$ cat src/rtl/oam_dma_pkg.sv
// OAM DMA shared definitions: controller state encoding, M-cycle phase
// constants and the default trigger address, OAM base and transfer length.
package oam_dma_pkg;

  typedef enum logic [1:0] {
    IDLE = 2'd0,
    ARM  = 2'd1,
    XFER = 2'd2
  } dma_state_t;

  // Phases of one CPU M-cycle as seen by the phase counter.
  localparam logic [1:0] CT_ADDR  = 2'd0;  // address setup
  localparam logic [1:0] CT_HOLD  = 2'd1;  // read strobe held
  localparam logic [1:0] CT_LATCH = 2'd2;  // data latch / trigger sample
  localparam logic [1:0] CT_IDLE  = 2'd3;  // idle, OAM write slot

  localparam int unsigned DMA_LEN_DEF  = 160;
  localparam logic [15:0] DMA_REG_DEF  = 16'hFF46;
  localparam logic [15:0] OAM_BASE_DEF = 16'hFE00;

endpackage

$ cat src/rtl/oam_dma_if.sv
// OAM DMA signal bundle: CPU side request/response, system bus and OAM
// write port. The slave modport is the DMA controller's view; the master
// modport is the view of whatever drives the CPU side and the bus memory.
interface oam_dma_if;
  logic [15:0] cpu_a;
  logic [7:0]  cpu_dout;
  logic [7:0]  cpu_din;
  logic        cpu_rd;
  logic        cpu_wr;
  logic [15:0] a;
  logic [7:0]  dout;
  logic [7:0]  din;
  logic        rd;
  logic        wr;
  logic [7:0]  oam_a;
  logic [7:0]  oam_dout;
  logic        oam_we;
  logic        dma_active;

  modport slave (
    input  cpu_a, cpu_dout, cpu_rd, cpu_wr, din,
    output cpu_din, a, dout, rd, wr, oam_a, oam_dout, oam_we, dma_active
  );

  modport master (
    output cpu_a, cpu_dout, cpu_rd, cpu_wr, din,
    input  cpu_din, a, dout, rd, wr, oam_a, oam_dout, oam_we, dma_active
  );
endinterface

$ cat src/rtl/oam_dma_phase.sv
// dma_phase: free-running 2-bit M-cycle phase counter (0..3, wraps 3->0).
// Ports: clk, rst (async, active-high, forces ct=0), ct (current phase).
module dma_phase
  import oam_dma_pkg::*;
(
  input  logic       clk,
  input  logic       rst,
  output logic [1:0] ct
);

  always_ff @(posedge clk or posedge rst) begin
    if (rst) ct <= CT_ADDR;
    else     ct <= ct + 2'd1;
  end

endmodule

$ cat src/rtl/oam_dma.sv
// oam_dma: sprite-attribute DMA. A CPU write to DMA_REG at phase 2 latches a
// source page; the controller then copies DMA_LEN bytes from {src,idx} on the
// system bus into OAM, one byte per 4-clock M-cycle, while arbitrating CPU
// access (only FF00-FFFF reachable while active).
// Ports: clk, rst (async, active-high); bus (oam_dma_if.slave) carrying the
// CPU side (cpu_a/cpu_dout/cpu_din/cpu_rd/cpu_wr), system bus
// (a/dout/din/rd/wr), OAM port (oam_a/oam_dout/oam_we) and dma_active.
// Build option: define OAM_DMA_READBACK_EN to make CPU reads of DMA_REG return
// the latched source page instead of going to the bus.
module oam_dma
  import oam_dma_pkg::*;
#(
  parameter int unsigned DMA_LEN  = DMA_LEN_DEF,
  parameter logic [15:0] DMA_REG  = DMA_REG_DEF,
  parameter logic [15:0] OAM_BASE = OAM_BASE_DEF
) (
  input logic        clk,
  input logic        rst,
  oam_dma_if.slave   bus
);

  logic [1:0] ct;
  dma_state_t state, state_nxt;
  logic [7:0] src;
  logic [7:0] idx;
  logic [7:0] byte_q;
  logic       trigger;
  logic       last;
  logic       xfer_bus;
  logic       hi_page;

  dma_phase u_phase (
    .clk (clk),
    .rst (rst),
    .ct  (ct)
  );

  assign trigger  = bus.cpu_wr && (bus.cpu_a == DMA_REG) && (ct == CT_LATCH);
  assign last     = (idx == 8'(DMA_LEN - 1));
  assign xfer_bus = (state == XFER) && (ct != CT_IDLE);
  assign hi_page  = (bus.cpu_a[15:8] == 8'hFF);

  // A trigger wins in every state, so a retrigger restarts from ARM.
  always_comb begin
    state_nxt = state;
    if (trigger) begin
      state_nxt = ARM;
    end else begin
      unique case (state)
        IDLE:    state_nxt = IDLE;
        ARM:     if (ct == CT_IDLE) state_nxt = XFER;
        XFER:    if (ct == CT_IDLE && last) state_nxt = IDLE;
        default: state_nxt = IDLE;
      endcase
    end
  end

  always_ff @(posedge clk or posedge rst) begin
    if (rst) begin
      state  <= IDLE;
      src    <= '0;
      idx    <= '0;
      byte_q <= '0;
    end else begin
      state <= state_nxt;
      if (trigger) begin
        src <= bus.cpu_dout;
        idx <= '0;
      end else if (state == XFER && ct == CT_IDLE) begin
        idx <= last ? '0 : idx + 8'd1;
      end
      if (state == XFER && ct == CT_LATCH) byte_q <= bus.din;
    end
  end

  // Bus arbitration. Reset is folded in combinationally because the CPU-side
  // passthrough would otherwise leak straight onto the bus during reset.
  always_comb begin
    bus.a       = bus.cpu_a;
    bus.dout    = bus.cpu_dout;
    bus.rd      = bus.cpu_rd;
    bus.wr      = bus.cpu_wr;
    bus.cpu_din = bus.din;
`ifdef OAM_DMA_READBACK_EN
    if (bus.cpu_rd && bus.cpu_a == DMA_REG) bus.cpu_din = src;
`endif
    if (rst) begin
      bus.a       = '0;
      bus.dout    = '0;
      bus.rd      = 1'b0;
      bus.wr      = 1'b0;
      bus.cpu_din = bus.din;
    end else if (xfer_bus) begin
      bus.a       = {src, idx};
      bus.dout    = '0;
      bus.rd      = (ct == CT_ADDR) || (ct == CT_HOLD);
      bus.wr      = 1'b0;
      bus.cpu_din = 8'hFF;
    end else if (state != IDLE && !hi_page) begin
      bus.rd      = 1'b0;
      bus.wr      = 1'b0;
      bus.cpu_din = 8'hFF;
    end
  end

  // OAM index is relative to the OAM page; the standard base adds nothing.
  assign bus.oam_a      = idx + OAM_BASE[7:0];
  assign bus.oam_dout   = byte_q;
  assign bus.oam_we     = (state == XFER) && (ct == CT_IDLE);
  assign bus.dma_active = (state != IDLE);

endmodule

$ cat src/flat_wrapper.sv
// flat-port wrapper written by rule: the top's interface ports become plain ports
module oam_dma_flat import oam_dma_pkg::*;
#(
  parameter int unsigned DMA_LEN  = DMA_LEN_DEF,
  parameter logic [15:0] DMA_REG  = DMA_REG_DEF,
  parameter logic [15:0] OAM_BASE = OAM_BASE_DEF
)
  (clk, rst, bus_cpu_a, bus_cpu_dout, bus_cpu_rd, bus_cpu_wr, bus_din, bus_cpu_din, bus_a, bus_dout, bus_rd, bus_wr, bus_oam_a, bus_oam_dout, bus_oam_we, bus_dma_active);
  oam_dma_if bus_i ();
  input logic clk;
  input logic rst;
  input wire logic [$bits(bus_i.cpu_a)-1:0] bus_cpu_a;
  input wire logic [$bits(bus_i.cpu_dout)-1:0] bus_cpu_dout;
  input wire logic [$bits(bus_i.cpu_rd)-1:0] bus_cpu_rd;
  input wire logic [$bits(bus_i.cpu_wr)-1:0] bus_cpu_wr;
  input wire logic [$bits(bus_i.din)-1:0] bus_din;
  output wire logic [$bits(bus_i.cpu_din)-1:0] bus_cpu_din;
  output wire logic [$bits(bus_i.a)-1:0] bus_a;
  output wire logic [$bits(bus_i.dout)-1:0] bus_dout;
  output wire logic [$bits(bus_i.rd)-1:0] bus_rd;
  output wire logic [$bits(bus_i.wr)-1:0] bus_wr;
  output wire logic [$bits(bus_i.oam_a)-1:0] bus_oam_a;
  output wire logic [$bits(bus_i.oam_dout)-1:0] bus_oam_dout;
  output wire logic [$bits(bus_i.oam_we)-1:0] bus_oam_we;
  output wire logic [$bits(bus_i.dma_active)-1:0] bus_dma_active;
  assign bus_i.cpu_a = bus_cpu_a;
  assign bus_i.cpu_dout = bus_cpu_dout;
  assign bus_i.cpu_rd = bus_cpu_rd;
  assign bus_i.cpu_wr = bus_cpu_wr;
  assign bus_i.din = bus_din;
  assign bus_cpu_din = bus_i.cpu_din;
  assign bus_a = bus_i.a;
  assign bus_dout = bus_i.dout;
  assign bus_rd = bus_i.rd;
  assign bus_wr = bus_i.wr;
  assign bus_oam_a = bus_i.oam_a;
  assign bus_oam_dout = bus_i.oam_dout;
  assign bus_oam_we = bus_i.oam_we;
  assign bus_dma_active = bus_i.dma_active;
  oam_dma #(.DMA_LEN(DMA_LEN), .DMA_REG(DMA_REG), .OAM_BASE(OAM_BASE)) u_core (.clk(clk), .rst(rst), .bus(bus_i));
endmodule
$ cat config.mk
export PLATFORM = sky130hd
export DESIGN_NAME = oam_dma_flat
export DESIGN_NICKNAME = d
export VERILOG_FILES = /design/src/rtl/oam_dma_pkg.sv /design/src/rtl/oam_dma_if.sv /design/src/rtl/oam_dma_phase.sv /design/src/rtl/oam_dma.sv /design/src/flat_wrapper.sv
export SDC_FILE = /design/constraint.sdc
export NUM_CORES = 1
export LEC_CHECK = 0
export BUFFER_PORTS_ARGS = -buffer_cell sky130_fd_sc_hd__clkbuf_2
export CAP_MARGIN = 20
export CORE_MARGIN = 2
export CORE_UTILIZATION = 49
export DETAILED_ROUTE_END_ITERATION = 10
export GPL_ROUTABILITY_DRIVEN = 1
export PLACE_DENSITY = 0.87
export RECOVER_POWER = 25
export SKIP_LAST_GASP = 1
export SYNTH_ARGS = -nofsm -noshare
export SYNTH_HDL_FRONTEND = slang
export SYNTH_SLANG_ARGS = --single-unit
export TNS_END_PERCENT = 100
$ cat constraint.sdc
create_clock -name clk -period 2.9 [get_ports clk]
set_input_delay 0.435 -clock clk [delete_from_list [all_inputs] [get_ports clk]]
set_output_delay 0.435 -clock clk [all_outputs]
set_load 0.02 [all_outputs]
==> results of run 1 <==
-- stage by stage --
step	worst slack, ns	utilization (%)	instances
after floorplan	0.768	-	186
after global placement	0.750	65.2	315
after detailed placement	0.700	65.2	315
after CTS	0.272	66.8	319
after global routing	0.0873	66.7	319
final	0.263	66.7	319
-- final cells by class --
class	count	area (µm²)	area share, %
multi-input cells	145	931	41.8
well taps	46	57.6	2.59
flip-flops and latches	28	701	31.5
repair buffers	92	468	21.0
inverters	4	15.0	0.675
clock inverters	1	30.0	1.35
clock buffers	3	22.5	1.01
-- worst min-delay path by stage --
stage | to | slack, ns | cells after the start
after floorplan | u_core.u_phase.ct[0]$_DFF_PP0_ | 0.46 | 1
after global placement | u_core.u_phase.ct[0]$_DFF_PP0_ | 0.48 | 1
after detailed placement | u_core.bus.oam_dout[1]$_DFFE_PP0P_ | 0.49 | 1
after CTS | u_core.bus.oam_dout[0]$_DFFE_PP0P_ | 0.12 | 2
after global routing | u_core.bus.oam_dout[1]$_DFFE_PP0P_ | 0.18 | 2
final | u_core.bus.oam_dout[2]$_DFFE_PP0P_ | 0.12 | 2
-- routing by layer --
layer | GRT usage [%] | vias up | share of wire [%]
li1 | - | 817 | -
met1 | 29.9 | 793 | 41
met2 | 39.2 | 75 | 50
met3 | 2.70 | 9 | 7.1
met4 | 10.0 | 0 | 1.9
met5 | 0 | - | 0
-- state kept, by name, indices dropped and copies added (netlist names) --
register             cells
u_core.src               8
u_core.u_phase.ct        2
u_core.state             2
u_core.bus.oam_dout      8
u_core.idx               8
-- worst max-delay path, delay by kind of cell (launching register included) --
kind,cells,cell delay [ns]
buffers and inverters,2,0.47
flip-flops,1,0.41
AO/OA/AOI/OAI,1,0.13
AND/OR/NAND/NOR,2,0.57
adder cells (fa/ha/maj),1,0.27
-- placed cells by master (no fill, tap or decap), types with 2 or more instances in the layout --
cell	count
mux2_2	16
nor3_1	2
nand3_1	3
a21oi_1	22
ha_1	5
xor2_1	3
nand3b_1	2
nor2_1	9
clkbuf_1	2
clkbuf_2	86
inv_1	3
dfrtp_1	28
buf_4	4
nand2_1	42
and3_1	10
nand4_1	5
clkbuf_4	3
or2_2	9
-- cell families (layout without fill, tap and decap cells) --
group | Yosys count | count (layout)
AOI/OAI and AO/OA | 29 | 29
xor gates and xnor gates | 3 | 3
adders and majority gates | 5 | 5
buffers and inverters | 13 | 100
DFF | 28 | 28
muxes | 17 | 17
and+or+nand+nor | 91 | 91
-- power breakdown --
part           switching (µW)  internal (µW)
Combinational            87.7           56.1
Sequential               3.09            396
Clock                     125            140
Total                     216            593
==> flow_summary.yaml, run 1 <==
outcome:
  outcome: "completed"
synth:
  ys_warn_count: 0
  synth_xor_area_share_pct: 1.55
  yosysTopAreaCellShare_pct: 41.4
  ys_seq_elements: 28
  yosys.area.top_type: "dfrtp_1"
  syn_nets: 227
  synth_common_cells: "nand2_1, dfrtp_1, a21oi_1"
  seq_area_frac_synth_pct: 41.4
  yosysUniqueCellTypes: 36
  postSynthCellCount: 186
  synth.most_common_cell: "nand2_1"
  synthSimpleGateAreaFrac_pct: 28.7
  ys.flop_type: "dfrtp_1"
  synth-edff-count: 0
  netlist_area_um2: 1690
  synthAdderAreaFrac_pct: 3.69
  muxShareOfSynthArea_pct: 11.2
  synth_compound_area_share_pct: 9.82
  synth.area.top_cells: "dfrtp_1, mux2_2, nand2_1"
  syn-mean-instance-area_um2: 9.11
  synth_top_family_by_area: "simple AND/OR/NAND/NOR gates"
  async_flop_share_pct: 100
die:
  initial_utilization_pct: 50.8
  pin_count: 88
  die_area_um2: 3940
  die_w_um: 62.8
  rows: 21
  coreArea_um2: 3340
  die_height_um: 62.8
place:
  port_buffers: 87
  gp_congestion: 0.828
  dp_hpwl_um: 3400
  place_area_um2: 2180
sta:
  fin_skew_ns: 0.00170
  setup_viol: 0
  period_share_pct: 90.9
  max_slew_margin_pct: 39.3
  maxSlewViolCount: 0
  period_minus_slack_ns: 2.64
  tns_ns: 0
  whs_ns: 0.117
  fmax_mhz: 379
  tightest_slew_ns: 0.910
  rsz0062_at_grt: "no"
  hold_viol_final: 0
worst_setup_path:
  cpPeakStageDelay_ns: 0.48
  critPathMaxFanout: 15
  cp.arrival_ns: 2.20
  rr_worst_depth: 6
  slowest_stage: "nand2b_1"
  cp-endpoint: "bus_rd"
  reg2reg_to: "u_core.src[7]$_DFFE_PP0N_"
  start_kind: "flip-flop"
  crit_required_ns: 2.47
  cp_cell_sequence: "ha_1 -> nand2b_1 -> buf_4 -> nand3_1 -> a21oi_1 -> clkbuf_2"
  r2r_slack_ns: 1.12
  critPathCaptureType: "output pin"
  critPathLaunch: "u_core.u_phase.ct[1]$_DFF_PP0_"
  crit_type: "reg2out"
  timing.rr.start: "u_core.u_phase.ct[0]$_DFF_PP0_"
route:
  wire_per_inst_um: 13.7
  viasPerCell: 5.31
  vias: 1694
  dr.pass1.iters: 4
  drt_iter0_markers: 42
  ant_nets: 0
  wl_um: 4370
  route.detailed.drc: 0
clock_network:
  numCtsBuffers: 3
  cts.clk_slew.worst_paths_ns: 0.15
  hold_buffers: 0
  max-clock-path-buffers: 2
  post-cts-setup-buffers: 0
  clkLatencyLatePin_ns: 0.35
  ctsResizeCount: 0
  htree_num_levels: 1
  cts-root-buf: "clkbuf_4"
  cts_tree: "yes"
  cts_sinks: 28
final_layout:
  final_net_count: 315
  diodes: 0
  area_growth_pct: 31.3
  final_layout_size_suffix_gt1_share_pct: 46.9
  fillers: 286
  postLayoutCellArea_um2: 2220
global_route:
  antenna_found_initial: 0
  grt_overflow_total: 0
  grt_usage_pct: 23.2
  grt_pass1_vias: 1653
  grt_max_degree: 21
  grt_pass1_wl_um: 7330
power:
  p_leak_uw: 0.00118
  power_density_nw_per_um2: 363
  p_total_uw: 809
  peakVddDrop_mv: 0.228
hold_path:
  hold_path_class: "in2async"
job:
  cap_violations: 0
Note: power is estimated with default switching activity, not from simulation.
==> run 2, diff against run 1 <==
--- a/config.mk
+++ b/config.mk
@@ -5,13 +5,15 @@
 export SDC_FILE = /design/constraint.sdc
 export NUM_CORES = 1
 export LEC_CHECK = 0
+export ABC_AREA = 1
 export BUFFER_PORTS_ARGS = -buffer_cell sky130_fd_sc_hd__clkbuf_2
 export CAP_MARGIN = 20
 export CORE_MARGIN = 2
-export CORE_UTILIZATION = 49
+export CORE_UTILIZATION = 50
+export CTS_CLUSTER_DIAMETER = 80
 export DETAILED_ROUTE_END_ITERATION = 10
 export GPL_ROUTABILITY_DRIVEN = 1
-export PLACE_DENSITY = 0.87
+export PLACE_DENSITY = 0.86
 export RECOVER_POWER = 25
 export SKIP_LAST_GASP = 1
 export SYNTH_ARGS = -nofsm -noshare
==> constraint.sdc (replaced) <==
create_clock -name clk -period 2.9 [get_ports clk]
set_input_delay 0.435 -clock clk [delete_from_list [all_inputs] [get_ports clk]]
set_output_delay 0.435 -clock clk [all_outputs]
set_load 0.01 [all_outputs]
==> flow_summary.yaml, run 2 <==
final_layout:
  final_net_count: 393
  layout_common_cells: "clkbuf_2, nand2_1, nor2_1"
  diodes: 0
  fillers: 345
  layout_commonest_cell: "clkbuf_2"
  final_layout_size_suffix_gt1_share_pct: 32.2
  area_growth_pct: 27.4
route:
  viasPerCell: 4.89
  dr.pass1.iters: 4
  ant_nets: 0
  drt_iter0_markers: 89
  wire_per_inst_um: 11.7
  vias: 1953
  route.detailed.drc: 0
  wl_um: 4670
synth:
  postSynthCellCount: 267
  seq_area_frac_synth_pct: 37.5
  yosysUniqueCellTypes: 26
  yosysTopAreaCellShare_pct: 37.5
  syn-mean-instance-area_um2: 7.00
  synth_common_cells: "nand2_1, nor2_1, inv_1"
  synth-edff-count: 0
  synth.area.top_cells: "dfrtp_1, nand2_1, nor2_1"
  yosys.area.top_type: "dfrtp_1"
  netlist_area_um2: 1870
  synth.most_common_cell: "nand2_1"
  ys_warn_count: 0
  syn_nets: 308
  ys.flop_type: "dfrtp_1"
  async_flop_share_pct: 100
  ys_seq_elements: 28
sta:
  period_share_pct: 79.4
  fin_skew_ns: 0.00210
  tns_ns: 0
  rsz0062_at_grt: "no"
  maxSlewViolCount: 0
  period_minus_slack_ns: 2.30
  setup_viol: 0
  fmax_mhz: 434
  whs_ns: 0.246
  tightest_slew_ns: 0.781
  hold_viol_final: 0
  max_slew_margin_pct: 47.9
global_route:
  grt_usage_pct: 23.6
  grt_pass1_vias: 1885
  grt_max_degree: 37
  grt_overflow_total: 0
  antenna_found_initial: 0
  grt_pass1_wl_um: 7940
clock_network:
  htree_num_levels: 1
  hold_buffers: 0
  post-cts-setup-buffers: 0
  ctsResizeCount: 0
  cts.clk_slew.worst_paths_ns: 0.09
  max-clock-path-buffers: 2
  cts_sinks: 28
  cts_tree: "yes"
  clkLatencyLatePin_ns: 0.27
  numCtsBuffers: 3
  cts-root-buf: "clkbuf_8"
power:
  p_leak_uw: 0.00140
  p_total_uw: 1160
  p_switching_uw: 398
  pwr-share-seq_pct: 44.2
  switching_share_pct: 34.3
  power_density_nw_per_um2: 487
  internal_power_uw: 761
  power_frac_comb_pct: 29.6
  p_clk_share_pct: 26.2
  peakVddDrop_mv: 0.271
worst_setup_path:
  start_kind: "flip-flop"
  rr_worst_depth: 6
  crit_required_ns: 2.47
  cp.arrival_ns: 1.87
  critPathCaptureType: "output pin"
  critPathMaxFanout: 24
  crit_type: "reg2out"
  r2r_slack_ns: 1.23
place:
  port_buffers: 87
  dp_hpwl_um: 3520
  gp_congestion: 0.883
die:
  initial_utilization_pct: 51.4
  coreArea_um2: 3630
  rows: 22
  die_w_um: 65.1
  die_area_um2: 4240
  die_height_um: 65.1
  pin_count: 88
job:
  cap_violations: 0
outcome:
  outcome: "completed"
hold_path:
  hold_path_class: "in2async"
==> run 2: cell types whose count changed after synthesis, sizes merged, moves of 9 or more <==
cell,before,now
mux2,16,0
or2,9,0
o21ai,2,28
nand2,42,77
and3,11,0
a21oi,23,10
nand3,4,22
inv,4,37
nor2,9,44
==> run 2: final timing paths <==
path	from	to
max	u_core.u_phase.ct[0]$_DFF_PP0_	bus_cpu_din[3]
min	rst	u_core.bus.oam_dout[2]$_DFFE_PP0P_
max reg2reg	u_core.u_phase.ct[0]$_DFF_PP0_	u_core.src[4]$_DFFE_PP0N_
min reg2reg	u_core.src[1]$_DFFE_PP0N_	u_core.src[1]$_DFFE_PP0N_
max in group asynchronous	rst	u_core.src[0]$_DFFE_PP0N_
min in group clk	bus_cpu_dout[3]	u_core.src[3]$_DFFE_PP0N_
==> run 2: area by class of cell <==
| cell class | count | area (µm²) | share of cell area [%] |
|---|---|---|---|
| Clock buffer | 3 | 41.3 | 1.74 |
| Timing Repair Buffer | 90 | 453 | 19.0 |
| Sequential cell | 28 | 701 | 29.4 |
| Clock inverter | 1 | 30.0 | 1.26 |
| Tap cell | 48 | 60.1 | 2.52 |
| Multi-Input combinational cell | 192 | 956 | 40.2 |
| Inverter | 37 | 139 | 5.84 |
==> run 2: kinds of logic (layout without fill, tap and decap cells) <==
family                     after synthesis  count (layout)  synth area share (%)
AOI/OAI and AO/OA                       38              38                  10.4
xor gates and xnor gates                 2               2                 0.938
adders and majority gates                5               5                  3.35
buffers and inverters                   47             131                  11.3
DFF                                     28              28                  37.5
and+or+nand+nor                        147             147                  36.5
==> run 2: worst max-delay path, stage by stage, from the launching register on <==
cell,delay (ns)
dfrtp_1,0.39
ha_1,0.26
nor2_4,0.06
inv_2,0.30
nand2_1,0.13
nand2_1,0.23
nand2_1,0.09
clkbuf_2,0.14
==> run 2: metal layers <==
layer | GRT usage [%] | share of wire (%) | wire [µm]
met5 | 0 | 0 | 0
met4 | 7.55 | 1.8 | 84
met3 | 4.11 | 8.5 | 396
met2 | 42.0 | 47 | 2210
met1 | 29.0 | 42 | 1980
==> run 2: power by group through the flow <==
stage	registers (µW)	clock network [µW]	logic, µW
final	512	304	343
after global routing	520	332	383
after CTS	511	313	347
after detailed placement	518	0	344
after global placement	516	0	330
after floorplan	516	0	206
==> run 2: per-stage QoR <==
step	std cells	util, %	setup slack, ns	instance area [µm²]
5_1_grt	399	65.5	0.393	2380
4_1_cts	399	65.6	0.603	2380
6_report	399	65.5	0.597	2380
3_5_place_dp	395	63.7	0.920	2310
2_1_floorplan	267	-	1.09	1870
3_3_place_gp	395	63.7	0.995	2310
